===== src/rtl/drive_pkg.sv =====
// rtl/drive_pkg.sv - shared widths and state encoding for the drive envelope player
package drive_pkg;

    localparam int IQ_WIDTH_DEF   = 9;
    localparam int ADDR_WIDTH_DEF = 10;

    typedef enum logic [1:0] {
        IDLE,
        FETCH,
        DRAIN,
        DONE
    } state_t;

endpackage


===== src/rtl/drive_envelope_player.sv =====
// rtl/drive_envelope_player.sv - plays an I/Q envelope from external memory toward the calibration unit
module drive_envelope_player
    import drive_pkg::*;
#(
    parameter int IQ_WIDTH   = IQ_WIDTH_DEF,
    parameter int ADDR_WIDTH = ADDR_WIDTH_DEF
) (
    input  logic                    clk,
    input  logic                    rst,
    input  logic                    start,
    input  logic                    abort,
    input  logic [ADDR_WIDTH-1:0]   base_addr,
    input  logic [ADDR_WIDTH:0]     length,
    output logic                    mem_rd_en,
    output logic [ADDR_WIDTH-1:0]   mem_addr,
    input  logic [2*IQ_WIDTH-1:0]   mem_rdata,
    output logic [IQ_WIDTH-1:0]     i_out,
    output logic [IQ_WIDTH-1:0]     q_out,
    output logic                    valid_out,
    output logic                    busy,
    output logic                    done
);

    localparam logic [ADDR_WIDTH:0]   MAX_LEN  = {1'b1, {ADDR_WIDTH{1'b0}}};
    localparam logic [ADDR_WIDTH:0]   LEN_ONE  = 1;
    localparam logic [ADDR_WIDTH-1:0] ADDR_ONE = 1;

    state_t                state;
    logic [ADDR_WIDTH:0]   len_sat;
    logic [ADDR_WIDTH:0]   reads_left;
    logic                  rd_pend;

    always_comb begin
        len_sat = (length > MAX_LEN) ? MAX_LEN : length;
    end

    always_ff @(posedge clk) begin
        if (rst || abort) begin
            // Clearing rd_pend drops any read still in flight so no stale sample appears.
            state      <= IDLE;
            reads_left <= '0;
            rd_pend    <= 1'b0;
            mem_rd_en  <= 1'b0;
            mem_addr   <= '0;
            i_out      <= '0;
            q_out      <= '0;
            valid_out  <= 1'b0;
            busy       <= 1'b0;
            done       <= 1'b0;
        end else begin
            done    <= 1'b0;
            rd_pend <= mem_rd_en;
            if (rd_pend) begin
                valid_out <= 1'b1;
                i_out     <= mem_rdata[2*IQ_WIDTH-1:IQ_WIDTH];
                q_out     <= mem_rdata[IQ_WIDTH-1:0];
            end else begin
                valid_out <= 1'b0;
                i_out     <= '0;
                q_out     <= '0;
            end

            case (state)
                IDLE: begin
                    // The done pulse cycle is treated as part of the pulse, so start is refused there.
                    if (start && !done) begin
                        if (len_sat == '0) begin
                            state <= DONE;
                        end else begin
                            state      <= FETCH;
                            busy       <= 1'b1;
                            mem_rd_en  <= 1'b1;
                            mem_addr   <= base_addr;
                            reads_left <= len_sat - LEN_ONE;
                        end
                    end
                end
                FETCH: begin
                    if (reads_left == '0) begin
                        mem_rd_en <= 1'b0;
                        state     <= DRAIN;
                    end else begin
                        mem_addr   <= mem_addr + ADDR_ONE;
                        reads_left <= reads_left - LEN_ONE;
                    end
                end
                DRAIN: begin
                    if (rd_pend && !mem_rd_en) begin
                        state <= DONE;
                    end
                end
                DONE: begin
                    state <= IDLE;
                    busy  <= 1'b0;
                    done  <= 1'b1;
                end
                default: state <= IDLE;
            endcase
        end
    end

endmodule


===== config.mk =====
export PLATFORM = sky130hd
export DESIGN_NAME = drive_envelope_player
export DESIGN_NICKNAME = d
export VERILOG_FILES = /design/src/rtl/drive_pkg.sv /design/src/rtl/drive_envelope_player.sv
export SDC_FILE = /design/constraint.sdc
export NUM_CORES = 1
export LEC_CHECK = 0
export ABC_CLOCK_PERIOD_IN_PS = 2900
export CAP_MARGIN = 20
export CORE_MARGIN = 2
export CORE_UTILIZATION = 45
export CTS_BUF_LIST = sky130_fd_sc_hd__clkbuf_16
export CTS_CLUSTER_DIAMETER = 50
export DETAILED_ROUTE_END_ITERATION = 16
export PLACE_DENSITY = 0.78
export SKIP_LAST_GASP = 1
export SYNTH_ARGS = -nofsm -noshare
export SYNTH_HDL_FRONTEND = slang
export SYNTH_SLANG_ARGS = --single-unit

===== constraint.sdc =====
create_clock -name clk -period 2.9 [get_ports clk]
set_input_delay 0.87 -clock clk [delete_from_list [all_inputs] [get_ports clk]]
set_output_delay 0.87 -clock clk [all_outputs]
set_load 0.01 [all_outputs]

==> Word-level counts from Yosys, hierarchy flattened <==
Index checks and enable logic that the tools add are counted.
{ "word_totals": {"ff_bits": 46, "wordCells": 59, "out_inout_bits": 32, "input_bits": 43} }
{ "op_classes": {"add_sub_neg": 3, "n_bitwise": 1, "eq_ne": 8, "reduce_logical": 15, "n_lt_le_gt_ge": 1, "n_mux": 21} }
{ "ops": {"columns": ["cell", "count"], "rows": [
  ["11-bit 2-to-1 mux", 4],
  ["10-bit 2-to-1 mux", 3],
  ["11-bit zero test", 2],
  ["11-bit one-hot mux with 2 select lines", 1],
  ["11-bit by 1-bit subtractor with 11-bit output (second input constant)", 2],
  ["10-bit one-hot mux with 2 select lines", 1],
  ["11-bit greater-than comparator (second input constant)", 1],
  ["10-bit by 1-bit adder with 10-bit output (second input constant)", 1],
  ["2-bit inequality test (second input constant)", 5],
  ["2-bit 2-to-1 mux", 4],
  ["2-bit one-hot mux with 4 select lines", 1],
  ["4-bit AND reduction", 2],
  ["3-bit AND reduction", 2],
  ["1-bit 2-to-1 mux", 5],
  ["2-bit equality test (second input constant)", 2],
  ["1-bit one-hot mux with 2 select lines", 2],
  ["2-bit nonzero test", 2],
  ["2-bit by 1-bit equality test with 1-bit output (second input constant)", 1],
  ["1-bit logical AND", 2],
  ["1-bit zero test", 2],
  ["2-bit zero test", 1],
  ["2-bit OR reduction", 1],
  ["1-bit logical OR", 1],
  ["1-bit NOT", 1]
]} }

==> Logic depth before layout (Yosys ltp) <==
{ "depth": {"word_depth": 6, "depth_mapped": 13, "depth_no_buf": 11} }

==> Worst setup path before layout <==
OpenSTA, ideal clock, no wires.
{ "synth_timing": {"kind": "flip-flop to flip-flop", "from": "reg state[1]", "to": "reg reads_left[6]", "required_ns": 2.768, "synth_period_minus_slack_ns": 2.600, "setup_slack_ns": 0.300, "stages_incl_launch_ff": 13, "n_path_buf": 3, "arrival_ns": 2.468, "setup_time_ns": 0.132, "path_cell_list": "dfxtp_1 inv_1 ha_1 buf_4 buf_2 buf_1 a21oi_1 ha_1 inv_1 nor3_2 mux2_2 o21ai_1 a21oi_1"} }
{ "synth_between": {"elab_chain_cells": 3, "word_cells_on_any_way": 8, "cone_classes": "4 x eq/ne; 1 x mux; 3 x reduce/logical"} }
{ "synth_lines": {"columns": ["element", "line_no", "rtl"], "rows": [
  ["from (decl)", "drive_envelope_player.sv:28", "state_t state;"],
  ["from (signal assigned)", "drive_envelope_player.sv:40", "state <= IDLE;"],
  ["from (signal assigned)", "drive_envelope_player.sv:68", "state <= DONE;"],
  ["from (signal assigned)", "drive_envelope_player.sv:70", "state <= FETCH;"],
  ["2-bit by 1-bit equality test with 1-bit output / 2-bit zero test (equally long branches)", "drive_envelope_player.sv:63", "case (state)"],
  ["2-bit inequality test (no line) / 2-bit nonzero test (equally long branches)", null, null],
  ["4-bit AND reduction (no line)", null, null],
  ["to (signal assigned)", "drive_envelope_player.sv:74", "reads_left <= len_sat - LEN_ONE;"],
  ["to (signal assigned)", "drive_envelope_player.sv:84", "reads_left <= reads_left - LEN_ONE;"],
  ["to (decl)", "drive_envelope_player.sv:30", "logic [ADDR_WIDTH:0] reads_left;"]
]} }
Several ways; a longest one is shown, not always the timed one.
A chain may end at the register's enable or synchronous reset.

==> Worst setup path after layout <==
{ "layout_timing": {"from": "in length[10]", "to": "reg reads_left[6]"} }
{ "layout_between": {"elab_chain_cells": 6, "word_cells_on_any_way": 9, "cone_classes": "1 x add/sub; 1 x order compare; 1 x eq/ne; 4 x mux; 2 x reduce/logical"} }
{ "layout_lines": {"columns": ["element", "line_no", "rtl"], "rows": [
  ["from (decl)", "drive_envelope_player.sv:13", "input logic [ADDR_WIDTH:0] length,"],
  ["11-bit greater-than comparator", "drive_envelope_player.sv:34", "len_sat = (length > MAX_LEN) ? MAX_LEN : length;"],
  ["11-bit 2-to-1 mux (*)", "drive_envelope_player.sv:34", null],
  ["11-bit by 1-bit subtractor with 11-bit output", "drive_envelope_player.sv:74", null],
  ["11-bit 2-to-1 mux", "drive_envelope_player.sv:67", "if (len_sat == '0) begin"],
  ["11-bit 2-to-1 mux", "drive_envelope_player.sv:66", "if (start && !done) begin"],
  ["11-bit one-hot mux with 2 select lines", "drive_envelope_player.sv:63", null]
]} }
Mark *: on every way between the ends. The rest lies on a longest branch, timed or not. The select of a mux whose other input is x is not followed.

==> flow_summary.ini <==
[run_status]
status = complete, no violations

[sta]
rsz0062_at_grt = false
finalHoldViolCount = 0
achievable-frequency_mhz = 380.8
fin_crit_ns = 2.626
max_slew_margin = 0.6259
timing.final.setup_violations = 0
slew_violations = 0
timing.final.crit_share = 0.9055
worst_slew_pin_slew_ns = 0.5469
clock_skew_ns = 0.004467
setup_total_negative_slack_ns = 0

[worst_setup_path]
timing.critical_path.from_type = primary input
worst-setup-path-type = primary input to flip-flop
worst-path-buf-inv = 3
crit_arrival_ns = 2.79
crit_path_cell_trace = clkdlybuf4s50_1 > inv_1 > and3_2 > a21oi_1 > ha_1 > inv_1 > nor3_2 > mux2_2 > o21ai_1 > a21oi_1
worst_path_dominant_cell_family = buffers and inverters
cp.required_ns = 3.06
cp_slowest_stage_delay_ns = 0.47
crit_path_top_delay_cell = clkdlybuf4s50_1
critical_path_peak_fanout = 3
crit_path_end_kind = flip-flop

[logic_synthesis]
compound_gate_portion_of_the_synthesized_area = 0.2171
netlist.area_leader.share = 0.3823
synth_cells = 289
syn-num-nets = 339
synth_async_sr_flop_share = 0
synthesis.yosys.warnings = 0
yosysSeqAreaShare = 0.3823
synth.ff_latch_count = 46
postSynthAreaPerCell_um2 = 8.334
post-synth-top-area-cell = dfxtp_1
syn-cell-area_um2 = 2409
dominant_combinational_cell_family_by_area_after_synthesis = simple AND/OR/NAND/NOR gates
synthDistinctLibCells = 62
count_of_flip_flops_with_a_built_in_enable_after_synthesis = 0
synth_fa_ha_area_frac = 0.03636
yosys_most_used_dff = dfxtp_1
post_synth_mux_area_share = 0.01714
yosys-top-cells-area = dfxtp_1 38%, and3_1 5.2%, nand2_1 5.0%
synth-xor-area-share = 0.01455
synthSimpleGateAreaFrac = 0.2888

[layout]
fin_area_um2 = 3460
drive_gt1_frac = 0.1090
instances_no_fill = 446
num_antenna_cells = 0
mostFrequentLayoutCell = clkdlybuf4s50_1
layout.cells.most_common_list = 74 x clkdlybuf4s50_1, 46 x dfxtp_1, 32 x nand2_1, 24 x nor2_1, 23 x a21oi_1
area_delta_synth_final_pct = 43.64
num-nets-final = 425

[detailed_routing]
drt-wirelength-per-cell_um = 14.22
first_pass_iters = 4
via_count = 2419
drcViolationCount = 0
drt_iter0_markers = 77
drtAntennaViolNets = 0
total_length_of_routed_wires_um = 6341
vias_per_cell = 5.424

[die]
die_area_um2 = 5954
floorplan.initialDensity = 0.4686
die_w_um = 77.16
die_h_um = 77.16
design.core.area_um2 = 5140
design.portCount = 75
floorplan.rows = 26

[placement]
detailed_place.area_um2 = 3317
total_half_perimeter_wirelength_after_legalization_and_detailed_placement_um = 4611
dpl.cell_count = 438
gp_routability_congestion = 0.8886
portBuffers = 74

[global_route]
grt_overflow = 0
antenna_found_initial = 0
grt_first_pass_wirelength_um = 10520
grt_start_max_net_pins = 43
globalRouteTotalUtil = 0.2144
via_count_of_the_first_global_routing_pass = 2231

[cts]
clkLatencyLatePin_ns = 0.29
cts_max_level = 2
cts_root_buffer = clkbuf_16
worst_setup_hold_path_clk_slew_ns = 0.06
cts_repair_resize_count = 0
hold_buffers = 0
tritoncts_clock_tree = built
cts.path.max_buffers = 2
clock_tree_sinks = 46
cts_inserted_buffers = 5
cts_post_setup_buffers_inserted = 0

[power_and_ir_drop]
design_power_total_mw = 1.672
power_leakage_nw = 1.403
cellPowerDensity_nw_per_um2 = 483.2
worst_ir_drop_vdd_v = 0.0004027

[flow_run]
max_cap_violations = 0

[min_path]
worst_hold_path_type = flip-flop to flip-flop
per-layer routing:
metal / track usage / vias up / wire, um
met3: 0.03176 / 12 / 311
met4: 0.09286 / 0 / 136
met2: 0.3565 / 71 / 3088
li1: - / 1216 / -
met5: 0 / - / 0
met1: 0.2752 / 1120 / 2805
cell usage after synthesis, drive strengths merged (2+ instances only):
| cell | n |
|---|---|
| or2 | 4 |
| dfxtp | 46 |
| nor2b | 6 |
| buf | 8 |
| a21oi | 24 |
| a211oi | 4 |
| and3 | 21 |
| clkbuf | 6 |
| nand4 | 2 |
| nor4 | 4 |
| ha | 7 |
| nand2 | 32 |
| nand3 | 6 |
| nor4b | 2 |
| xnor2 | 3 |
| nand2b | 2 |
| a22oi | 4 |
| nor2 | 25 |
| o31ai | 5 |
| nand4b | 2 |
| and2 | 6 |
| inv | 8 |
| o21ai | 23 |
| a21o | 5 |
| o211ai | 4 |
| nor3 | 7 |
| mux2i | 3 |
worst register-to-register path: cells and delay by family, from the launching register on:
family / cells / cell delay, ns
compound gates: 2 / 0.24
flops: 1 / 0.33
simple gates: 3 / 0.59
fa+ha+maj: 1 / 0.20
mux: 1 / 0.19
buf+inv: 3 / 0.69
through the flow:
step / utilization / hold slack (ns) / setup slack, ns
4_1_cts: 0.6731 / 0.4909 / 0.2855
3_3_place_gp: 0.6453 / 0.4702 / 0.05503
6_report: 0.6731 / 0.4893 / 0.2740
2_1_floorplan: - / 0.4501 / 0.3000
3_5_place_dp: 0.6453 / 0.4803 / -0.02272
5_1_grt: 0.6731 / 0.5142 / 0.09873
logic make-up (layout without fill, tap and decap cells):
family,Yosys count,after routing
xor gates and xnor gates,4,4
and+or+nand+nor,124,124
AOI/OAI and AO/OA,82,82
muxes,4,4
adders and majority gates,7,7
DFF,46,46
buffers and inverters,22,109
where the power goes:
| part | leakage (nW) | total [mW] | switching (mW) | internal, mW |
|---|---|---|---|---|
| clock network | 0.0750 | 0.553 | 0.237 | 0.316 |
| logic | 0.956 | 0.436 | 0.221 | 0.215 |
| registers | 0.373 | 0.683 | 0.0261 | 0.657 |
layout make-up:
type,count,area [um^2]
Clock buffer,5,125.1
Clock inverter,3,17.52
Fill cell,472,1680
Inverter,8,30.03
Multi-Input combinational cell,221,1383
Sequential cell,46,920.9
Tap cell,70,87.58
Timing Repair Buffer,93,895.9
registers in the layout (all words and copies together) (netlist names):
name        cells
q_out           9
state           2
mem_rd_en       1
i_out           9
rd_pend         1
busy            1
valid_out       1
reads_left     11
done            1
mem_addr       10
final timing paths:
kind                                   from            end  slack (ns)  cells after the start
worst max-delay path             length[10]  reads_left[6]        0.27                     10
worst max register to register     state[1]  reads_left[9]        0.55                     10
worst min register to register  mem_addr[8]    mem_addr[8]        0.49                      2
worst min-delay path            mem_addr[8]    mem_addr[8]        0.49                      2
Note: power is estimated with default switching activity, not from simulation.
